--- src/rtl/mem_byte_streamer.sv ---
// mem_byte_streamer: reads a block of memory as 32-bit words through the
// memory controller request port and replays it as a byte stream, least
// significant byte of each word first. A trailing partial word only emits
// the bytes that fall inside the requested length.
module mem_byte_streamer #(
    parameter int ADDR_W = 32
) (
    input  logic              clk27mhz,
    input  logic              resetn,
    input  logic              start,
    input  logic [ADDR_W-1:0] base_addr,
    input  logic [ADDR_W-1:0] length,
    input  logic [7:0]        w_ctrl_state,
    output logic              RD_REQ,
    output logic [ADDR_W-1:0] RD_ADDR,
    input  logic [31:0]       RDATA,
    input  logic              RVALID,
    output logic [7:0]        outbyte,
    output logic              outvalid,
    input  logic              outready,
    output logic              BUSY,
    output logic              DONE
);

    localparam logic [2:0] S_IDLE   = 3'd0;
    localparam logic [2:0] S_REQ    = 3'd1;
    localparam logic [2:0] S_WAIT   = 3'd2;
    localparam logic [2:0] S_SEND   = 3'd3;
    localparam logic [2:0] S_FINISH = 3'd4;

    logic [2:0]        state_q, state_d;
    logic [ADDR_W-1:0] addr_q, addr_d;
    logic [ADDR_W-1:0] remain_q, remain_d;
    logic [31:0]       word_q, word_d;
    logic [1:0]        idx_q, idx_d;
    logic              rd_req_q, rd_req_d;
    logic              outvalid_q, outvalid_d;
    logic              busy_q, busy_d;
    logic              done_q, done_d;

    logic ctrl_idle;
    logic handshake;

    assign ctrl_idle = (w_ctrl_state == 8'd0);
    assign handshake = outvalid_q && outready;

    // Next-state logic for the transfer sequencer and its datapath registers.
    always_comb begin
        state_d    = state_q;
        addr_d     = addr_q;
        remain_d   = remain_q;
        word_d     = word_q;
        idx_d      = idx_q;
        rd_req_d   = rd_req_q;
        outvalid_d = outvalid_q;
        busy_d     = busy_q;
        done_d     = done_q;
        case (state_q)
            S_IDLE: begin
                if (start) begin
                    if (length != '0) begin
                        addr_d   = base_addr & ~ADDR_W'(3);
                        remain_d = length;
                        done_d   = 1'b0;
                        busy_d   = 1'b1;
                        // Raise the request immediately when the controller is free
                        // so the read goes out in the first busy cycle.
                        rd_req_d = ctrl_idle;
                        state_d  = S_REQ;
                    end else begin
                        done_d = 1'b1;
                    end
                end
            end
            S_REQ: begin
                if (rd_req_q) begin
                    // Controller leaving idle while we request means it took the read.
                    if (!ctrl_idle) begin
                        rd_req_d = 1'b0;
                        state_d  = S_WAIT;
                    end
                end else if (ctrl_idle) begin
                    rd_req_d = 1'b1;
                end
            end
            S_WAIT: begin
                if (RVALID) begin
                    word_d     = RDATA;
                    idx_d      = 2'd0;
                    addr_d     = addr_q + ADDR_W'(4);
                    outvalid_d = 1'b1;
                    state_d    = S_SEND;
                end
            end
            S_SEND: begin
                if (handshake) begin
                    remain_d = remain_q - ADDR_W'(1);
                    idx_d    = idx_q + 2'd1;
                    if (remain_q == ADDR_W'(1)) begin
                        outvalid_d = 1'b0;
                        state_d    = S_FINISH;
                    end else if (idx_q == 2'd3) begin
                        outvalid_d = 1'b0;
                        rd_req_d   = ctrl_idle;
                        state_d    = S_REQ;
                    end
                end
            end
            S_FINISH: begin
                busy_d  = 1'b0;
                done_d  = 1'b1;
                state_d = S_IDLE;
            end
            default: begin
                state_d    = S_IDLE;
                rd_req_d   = 1'b0;
                outvalid_d = 1'b0;
                busy_d     = 1'b0;
            end
        endcase
    end

    // State registers; reset abandons any in-flight read.
    always_ff @(posedge clk27mhz or negedge resetn) begin
        if (!resetn) begin
            state_q    <= S_IDLE;
            addr_q     <= '0;
            remain_q   <= '0;
            word_q     <= '0;
            idx_q      <= '0;
            rd_req_q   <= 1'b0;
            outvalid_q <= 1'b0;
            busy_q     <= 1'b0;
            done_q     <= 1'b0;
        end else begin
            state_q    <= state_d;
            addr_q     <= addr_d;
            remain_q   <= remain_d;
            word_q     <= word_d;
            idx_q      <= idx_d;
            rd_req_q   <= rd_req_d;
            outvalid_q <= outvalid_d;
            busy_q     <= busy_d;
            done_q     <= done_d;
        end
    end

    assign RD_REQ   = rd_req_q;
    assign RD_ADDR  = addr_q;
    assign outbyte  = word_q[{idx_q, 3'b000} +: 8];
    assign outvalid = outvalid_q;
    assign BUSY     = busy_q;
    assign DONE     = done_q;

endmodule

--- config.mk ---
export PLATFORM = sky130hd
export DESIGN_NAME = mem_byte_streamer
export DESIGN_NICKNAME = d
export VERILOG_FILES = /design/src/rtl/mem_byte_streamer.sv
export SDC_FILE = /design/constraint.sdc
export NUM_CORES = 1
export LEC_CHECK = 0
export ABC_AREA = 1
export CAP_MARGIN = 10
export CORE_ASPECT_RATIO = 0.9
export CORE_UTILIZATION = 55
export DETAILED_ROUTE_END_ITERATION = 10
export PLACE_DENSITY = 0.86
export SETUP_SLACK_MARGIN = 0.5
export SYNTH_ARGS = -nofsm -noshare
export SYNTH_HDL_FRONTEND = slang
export SYNTH_SLANG_ARGS = --single-unit
--- constraint.sdc ---
create_clock -name clk27mhz -period 4.2 [get_ports clk27mhz]
set_clock_uncertainty 0.05 [all_clocks]
set_input_delay 0.42 -clock clk27mhz [delete_from_list [all_inputs] [get_ports clk27mhz]]
set_output_delay 0.42 -clock clk27mhz [all_outputs]
set_load 0.1 [all_outputs]
==> flow_summary_export.csv, run 1 <==
group,metric,value,unit
cts,clkTransAtPathRegs,80,ps
routing,drtIter0Drc,702,
final_layout,area_growth,27.1,%
yosys,ys_seq_area_frac,0.372,
power_and_ir_drop,finalPower,7690,uW
critical_path,critical_path_class,"reg2out",
sta,max_freq,0.293,GHz
sta,tns,0,ps
sta,relSlewSlack,0.318,
cts,clk_latency,350,ps
final_layout,fin_cells,1362,
yosys,synth.avg_cell_area,6.50,sq um
place,hpwl,13.6,mm
routing,wl_per_cell,13.8,um
global_routing,grt_pass1_vias,6559,
critical_path,startpoint_type,"flop",
yosys,synth_common_cells,"nand2_1, nor2_1, dfrtp_1",
yosys,synth_ff_type,"dfrtp_1",
place,dp.cells,1346,
cts,root_buffer,"clkbuf_16",
global_routing,grt_max_degree,74,
routing,ant_nets,0,
power_and_ir_drop,vdd.ir_drop.worst,977,uV
sta,rsz0062_at_grt,"false",
run_status,status,"completed",
global_routing,antenna_found_initial,0,
routing,drc,0,
critical_path,cp_slowest_cell,"clkdlybuf4s50_1",
yosys,synth_area,6920,sq um
hold_path,min_path_type,"in2async",
floorplan,io_pins,153,
power_and_ir_drop,leakagePower,0.00419,uW
critical_path,worstReg2RegStart,"state_q[2]",
cts,ctsLongestPathBuffers,2,
cts,ctsHtreeMaxLevel,3,
critical_path,crit_chain,"inv_1, o21ai_0, o22ai_1, clkdlybuf4s50_1",
sta,setup_viol,0,
critical_path,crit_arrival,2940,ps
final_layout,fin_area,8800,sq um
global_routing,grt_usage,0.300,
global_routing,gr-total-overflow,0,
routing,routed_via_density,5.32,
critical_path,r2r_slack,1540,ps
yosys,synth.most_common_cell,"nand2_1",
yosys,synth_cells,1065,
yosys,yosys_warnings,0,
routing,firstDrtPassIters,5,
place,place_area,8480,sq um
global_routing,grt_pass1_wl,31.2,mm
routing,vias,7242,
final_layout,multi_input_area,4000,sq um
sta,hold_viol,0,
yosys,ys_ff_latch,103,
critical_path,critPathTopFamily,"buffers and inverters",
final_layout,seqCellArea,2580,sq um
floorplan,initial_core_util,0.569,
job,cap_violations,0,
critical_path,critPathMaxFanout,20,
floorplan,die-width,120,um
floorplan,dieArea,13000,sq um
sta,drv_slew,0,
floorplan,die-height,108,um
yosys,synth_top_cell_by_area,"dfrtp_1",
power_and_ir_drop,power_density,874,nW/um^2
routing,wirelength,18.8,mm
cts,cts.sinks,103,
cts,cts_made_buffers,9,
sta,fin_crit_sh,0.812,
cts,cts_tree,"done",
floorplan,core.rowCount,38,
critical_path,timing.rr.end,"remain_q[24]",
yosys,synth_cell_types,36,
final_layout,antennaDiodeCount,0,
critical_path,path_buf_inv,2,
place,port_buffers,148,
cts,post_cts_resized,0,
yosys,synth-edff-count,0,
sta,period_needed,3410,ps
final_layout,n_fill_cell,1032,
critical_path,critPathRequiredTime,3730,ps
yosys,synth_top_cell_area_share,0.372,
critical_path,max_stage_delay,1180,ps
yosys,async_reset_ff_frac,1.00,
floorplan,core_area,12200,sq um
place,routabilityCongestion,0.943,
cts,cts_setup_buffers,0,
critical_path,end_kind,"output pin",
critical_path,reg2reg_depth,9,
sta,tightestPinTransition,1020,ps
final_layout,drive_gt1_frac,0.0616,
cts,cts_hold_buf,0,
final_layout,final_nets,1310,
yosys,yosys-top-cells-area,"dfrtp_1, nand2_1, nor2_1, mux2_2, nand3_1",
cells by family after synthesis:
group           count (synthesis)  share of synthesized area
compound gates                 72                     0.0607
xor+xnor                       14                     0.0177
fa+ha+maj                       4                    0.00723
buf+inv                        84                     0.0517
flops                         103                      0.372
mux                            32                     0.0521
other cells                     1                   0.000542
simple gates                  755                      0.438
power by group:
group / switching [uW] / internal [uW] / total, uW
Sequential: 578 / 1480 / 2060
Clock: 415 / 484 / 898
Combinational: 3380 / 1360 / 4730
worst reg2reg max path: cells and delay by family, from the launching register on:
family	cells	cell delay [ps]
AND/OR/NAND/NOR	5	870
AO/OA/AOI/OAI	1	120
flip-flops	1	460
buffers and inverters	3	1090
registers in the layout, indices dropped and copies added, names as in the netlist:
register  count
RD_ADDR      30
outvalid      1
idx_q         2
word_q       32
state_q       3
remain_q     32
BUSY          1
RD_REQ        1
DONE          1
layer usage:
metal,share of wire,global-route usage,vias up
li1,-,-,3619
met1,0.45,0.426,3302
met3,0.098,0.0723,27
met2,0.43,0.461,294
met4,0.015,0.0732,0
met5,0,0,-
cell type report:
class                      instances  share of cell area
tap                              160              0.0227
clock buffer                       9              0.0256
inverter                          50              0.0213
clock inverter                     7              0.0111
timing repair buffer             154               0.173
sequential                       103               0.293
multi-input combinational        879               0.454
how the worst max path moves through the flow:
stage / from / to / slack (ps) / cells after the start
finish: idx_q[0] / outbyte[0] / 790 / 4
global route: idx_q[0] / outbyte[3] / 590 / 4
CTS: idx_q[0] / outbyte[0] / 810 / 4
detailed placement: idx_q[0] / outbyte[0] / 1200 / 4
global placement: idx_q[0] / outbyte[5] / 1280 / 4
floorplan: idx_q[0] / outbyte[5] / 1220 / 5
placed cells by master, fill, tap and decap left out, types with 2 or more instances in the layout:
master,netlist,layout
a21oi_1,3,2
a21oi_2,1,2
buf_4,5,9
clkbuf_16,0,9
clkdlybuf4s50_1,0,145
conb_1,1,2
dfrtp_1,103,103
ha_1,4,4
inv_1,42,42
inv_2,8,8
inv_8,0,3
mux2_1,12,12
mux2_2,20,20
nand2_1,512,512
nand3_1,43,43
nand3b_1,13,13
nand4_1,7,7
nor2_1,159,159
nor2_2,4,4
nor2_4,2,2
nor3_1,2,2
o21ai_0,41,41
o21ai_1,3,3
o21bai_1,9,9
o22ai_1,8,8
o31ai_1,4,4
or2_1,3,3
or2_2,7,7
xnor2_1,10,10
xor2_1,4,4
through the flow:
stage | utilization | setup WS, ps | hold WS, ps
CTS | 0.723 | 811 | 193
global placement | 0.697 | 1280 | 419
detailed placement | 0.697 | 1200 | 424
finish | 0.723 | 791 | 174
global route | 0.723 | 593 | 244
floorplan | - | 1220 | 74.4
Power figures use the tool's default switching activity.
==> run 2, diff against run 1 <==
- CORE_UTILIZATION: 55 -> 47
- PLACE_DENSITY: 0.86 -> 0.78
- clock period: 4.2 -> 2.95 ns (I/O delays scaled with it)
==> flow_summary_export.csv, run 2 (same netlist as run 1, synthesis figures left out) <==
group,metric,value,unit
power_and_ir_drop,power_density,1230,nW/um^2
power_and_ir_drop,finalPower,10900,uW
cts,ctsLongestPathBuffers,2,
floorplan,die-height,117,um
critical_path,crit_arrival,1900,ps
place,place_area,8510,sq um
place,port_buffers,148,
global_routing,gr-total-overflow,0,
routing,wirelength,19.3,mm
sta,setup_viol,0,
critical_path,critPathTopFamily,"flip-flops",
sta,rsz0062_at_grt,"false",
routing,drc,0,
global_routing,antenna_found_initial,0,
critical_path,critPathRequiredTime,2610,ps
global_routing,use_met3,0.0609,
global_routing,grt_pass1_wl,31.1,mm
sta,fin_crit_sh,0.760,
critical_path,cp-endpoint,"outbyte[5]",
critical_path,timing.rr.end,"RD_ADDR[22]",
global_routing,grt_usage,0.263,
place,hpwl,14.1,mm
final_layout,fin_area,8840,sq um
floorplan,dieArea,15200,sq um
critical_path,path_buf_inv,3,
critical_path,worstReg2RegStart,"RD_ADDR[2]",
routing,firstDrtPassIters,5,
final_layout,n_fill_cell,1357,
cts,cts_tree,"done",
critical_path,startpoint_type,"flop",
global_routing,grt_most_used_layer,"met2",
routing,routed_via_density,5.06,
final_layout,final_nets,1315,
sta,tns,0,ps
sta,period_needed,2240,ps
floorplan,core.rowCount,41,
cts,ctsHtreeMaxLevel,3,
hold_path,min_path_type,"in2async",
final_layout,layout_commonest_cell,"nand2_1",
routing,ant_nets,0,
cts,cts_made_buffers,9,
critical_path,crit_top_cell,"buf_4",
critical_path,cp_slowest_cell,"dfrtp_2",
final_layout,drive_gt1_frac,0.106,
floorplan,initial_core_util,0.487,
final_layout,area_growth,27.7,%
power_and_ir_drop,vdd.ir_drop.worst,1290,uV
critical_path,r2r_slack,860,ps
floorplan,die-width,130,um
critical_path,max_stage_delay,600,ps
critical_path,crit_cells,5,
critical_path,critical_path_class,"reg2out",
global_routing,grt_pass1_vias,6344,
sta,hold_ws,303,ps
cts,clk_latency,360,ps
sta,max_freq,0.446,GHz
critical_path,critPathMaxFanout,20,
critical_path,startpoint,"idx_q[0]",
global_routing,grt_max_degree,86,
place,routabilityCongestion,0.936,
floorplan,core_area,14200,sq um
job,cap_violations,0,
critical_path,end_kind,"output pin",
final_layout,antennaDiodeCount,0,
routing,wl_per_cell,13.8,um
routing,drtIter0Drc,586,
cts,cts.sinks,103,
sta,drv_slew,0,
routing,vias,7084,
sta,hold_viol,0,
critical_path,crit_chain,"clkinvlp_4, buf_4, o21ai_0, o22ai_2, buf_4",
cts,root_buffer,"clkbuf_16",
global_routing,met2_usage,0.404,
floorplan,io_pins,153,
global_routing,grtUsageMet1,0.378,
power_and_ir_drop,leakagePower,0.00427,uW
cts,clkTransAtPathRegs,80,ps
run_status,status,"completed",
final_layout,mostFrequentLayoutCells,"nand2_1, nor2_1, clkdlybuf4s50_1",
critical_path,reg2reg_depth,10,
==> run 2: cell count changes in the layout (fill, tap and decap cells not counted), moves of 8 or more <==
cell	previous run	this run
buf_4	9	52
clkdlybuf4s50_1	145	105
o22ai_1	8	0
o22ai_2	0	8
==> run 2: worst min-delay path by stage <==
stage	slack [ps]	cells past startpoint	to
finish	300	2	remain_q[0]
floorplan	-50	0	BUSY
detailed placement	150	1	remain_q[0]
CTS	300	2	remain_q[0]
global route	320	2	remain_q[0]
global placement	140	1	remain_q[0]
==> run 2: stage by stage <==
stage          cells  setup slack (ps)   util
3_5_place_dp    1382               691  0.599
4_1_cts         1399               619  0.621
2_1_floorplan   1066               593      -
5_1_grt         1400               581  0.622
6_report        1400               707  0.622
3_3_place_gp    1382               719  0.599
==> run 2: layout make-up <==
type | count | area, sq um | share of cell area
Tap cell | 193 | 241 | 0.0273
Multi-Input combinational cell | 879 | 4050 | 0.458
Inverter | 50 | 191 | 0.0217
Sequential cell | 103 | 2580 | 0.292
Clock inverter | 7 | 83.8 | 0.00949
Clock buffer | 9 | 225 | 0.0255
Timing Repair Buffer | 159 | 1470 | 0.167
==> run 2: what timing repair did <==
action | in CTS | in global routing
pin swaps | 0 | 0
setup endpoints to repair | 8 | 1
buffers inserted | 0 | 1
hold buffers | 1 | 0
endpoints found under the hold margin | 18 | 0
resized for setup | 1 | 1
==> run 2: report_power, final <==
part           internal (uW)  switching, uW  leakage, uW
Sequential              2110            835      0.00126
Clock                    609            624     0.000151
Combinational           1900           4830      0.00286
Total                   4620           6290      0.00427
==> run 2: layer usage <==
metal	routed length (um)	vias to the layer above
met5	0	-
met4	197	0
met3	1380	13
met2	8490	214
met1	9250	3233
li1	-	3624
==> run 3, diff against run 2 <==
- CORE_UTILIZATION: 47 -> 52
- PLACE_DENSITY: 0.78 -> 0.82
- clock period: 2.95 -> 2.3 ns (I/O delays scaled with it)
==> flow_summary_export.csv, run 3 (same netlist as run 1, synthesis figures left out) <==
group,metric,value,unit
run_status,status,"completed",
power_and_ir_drop,pwr-share-comb,0.638,
cts,ctsHtreeMaxLevel,3,
critical_path,end_kind,"output pin",
sta,drv_slew,0,
cts,clk_latency,370,ps
power_and_ir_drop,swShare,0.551,
global_routing,antenna_found_initial,0,
routing,drtIter0Drc,647,
final_layout,n_fill_cell,1029,
power_and_ir_drop,power_density,1640,nW/um^2
floorplan,core.rowCount,39,
sta,tns,0,ps
final_layout,antennaDiodeCount,0,
sta,fin_crit_sh,0.784,
cts,cts_tree,"done",
critical_path,crit_arrival,1520,ps
final_layout,fin_area,9440,sq um
global_routing,grt_pass1_wl,31.6,mm
global_routing,grt_pass1_vias,6637,
hold_path,min_path_type,"in2async",
sta,period_needed,1800,ps
cts,root_buffer,"clkbuf_16",
power_and_ir_drop,p_switching,8510,uW
critical_path,max_stage_delay,490,ps
global_routing,grt_max_degree,44,
critical_path,crit_chain,"inv_6, nor2_1, o22ai_4, buf_12",
critical_path,startpoint_type,"flop",
floorplan,die-height,111,um
critical_path,critPathRequiredTime,2020,ps
sta,setup_viol,0,
final_layout,final_nets,1336,
final_layout,mostFrequentLayoutCells,"nand2_1, nor2_1, clkdlybuf4s50_1",
power_and_ir_drop,power.share.clock,0.108,
cts,cts.sinks,103,
place,routabilityCongestion,0.937,
sta,max_freq,0.555,GHz
cts,ctsLongestPathBuffers,2,
floorplan,dieArea,13800,sq um
job,cap_violations,0,
power_and_ir_drop,leakagePower,0.00441,uW
floorplan,die-width,124,um
final_layout,area_growth,36.3,%
critical_path,cp_slowest_cell,"dfrtp_2",
cts,clkTransAtPathRegs,80,ps
routing,routed_via_density,5.27,
sta,relSlewSlack,0.655,
routing,ant_nets,0,
power_and_ir_drop,vdd.ir_drop.worst,1460,uV
routing,vias,7340,
floorplan,core_area,12800,sq um
critical_path,reg2reg_depth,8,
place,port_buffers,148,
final_layout,drive_gt1_frac,0.182,
power_and_ir_drop,p_seq_frac,0.255,
sta,tightestPinTransition,518,ps
floorplan,initial_core_util,0.539,
sta,hold_viol,0,
routing,wirelength,19.8,mm
final_layout,fin_cells,1392,
routing,firstDrtPassIters,5,
power_and_ir_drop,p_int,6940,uW
global_routing,grt_usage,0.291,
final_layout,layout_commonest_cell,"nand2_1",
global_routing,gr-total-overflow,0,
routing,drc,0,
place,hpwl,13.8,mm
cts,cts_made_buffers,9,
routing,wl_per_cell,14.2,um
critical_path,critPathMaxFanout,16,
place,place_area,8770,sq um
floorplan,io_pins,153,
power_and_ir_drop,finalPower,15400,uW
critical_path,r2r_slack,540,ps
sta,hold_ws,339,ps
place,dp.cells,1357,
critical_path,critical_path_class,"reg2out",
sta,rsz0062_at_grt,"true",
==> run 3: cell count changes in the layout (fill, tap and decap cells not counted), sizes merged <==
cell / delta
bufinv: +1
inv: +3
clkinvlp: -1
buf: +21
clkinv: -3
==> run 3: routing by layer <==
layer	wire [um]	vias up	global-route usage
li1	-	3662	-
met1	8650	3375	0.390
met2	9470	272	0.469
met3	1310	31	0.0661
met4	352	0	0.0819
met5	0	-	0
==> run 3: area by class of cell <==
| type | instances | area, sq um | area share |
|---|---|---|---|
| Clock buffer | 9 | 225 | 0.0239 |
| Clock inverter | 7 | 95.1 | 0.0101 |
| Inverter | 50 | 193 | 0.0204 |
| Multi-Input combinational cell | 879 | 4270 | 0.453 |
| Sequential cell | 103 | 2650 | 0.280 |
| Tap cell | 164 | 205 | 0.0217 |
| Timing Repair Buffer | 180 | 1800 | 0.191 |
==> run 3: metrics by stage <==
step	utilization	setup slack, ps
finish	0.735	497
global route	0.735	437
CTS	0.719	492
detailed placement	0.684	295
global placement	0.684	313
floorplan	-	505
==> run 3: path summary, 6_finish.rpt <==
path	end	startpoint
max reg2reg	state_q[0]	idx_q[0]
min reg2reg	word_q[6]	word_q[6]
max in group asynchronous	state_q[1]	resetn
min	RD_ADDR[2]	resetn
max	outbyte[6]	idx_q[0]
min in group clk27mhz	word_q[13]	RDATA[13]
==> run 3: power by group through the flow <==
stage	clock network, uW	registers [uW]	logic, uW
after floorplan	0	5460	5180
after global placement	0	3800	9200
after detailed placement	0	3820	9370
after CTS	1690	3820	9560
after global routing	1760	4060	10600
final	1670	3930	9850
==> run 3: what timing repair did <==
action | CTS | global route
endpoints found under the hold margin | 36 | 0
gates resized for setup | 30 | 44
hold buffers | 1 | 0
pin swaps | 1 | 6
buffers inserted | 9 | 9
endpoints found under the setup margin | 81 | 77
==> run 3: critical path: cells and delay by family (launching register included) <==
family | cells | cell delay [ps]
AO/OA/AOI/OAI | 1 | 210
buffers and inverters | 2 | 350
flip-flops | 1 | 490
AND/OR/NAND/NOR | 1 | 90
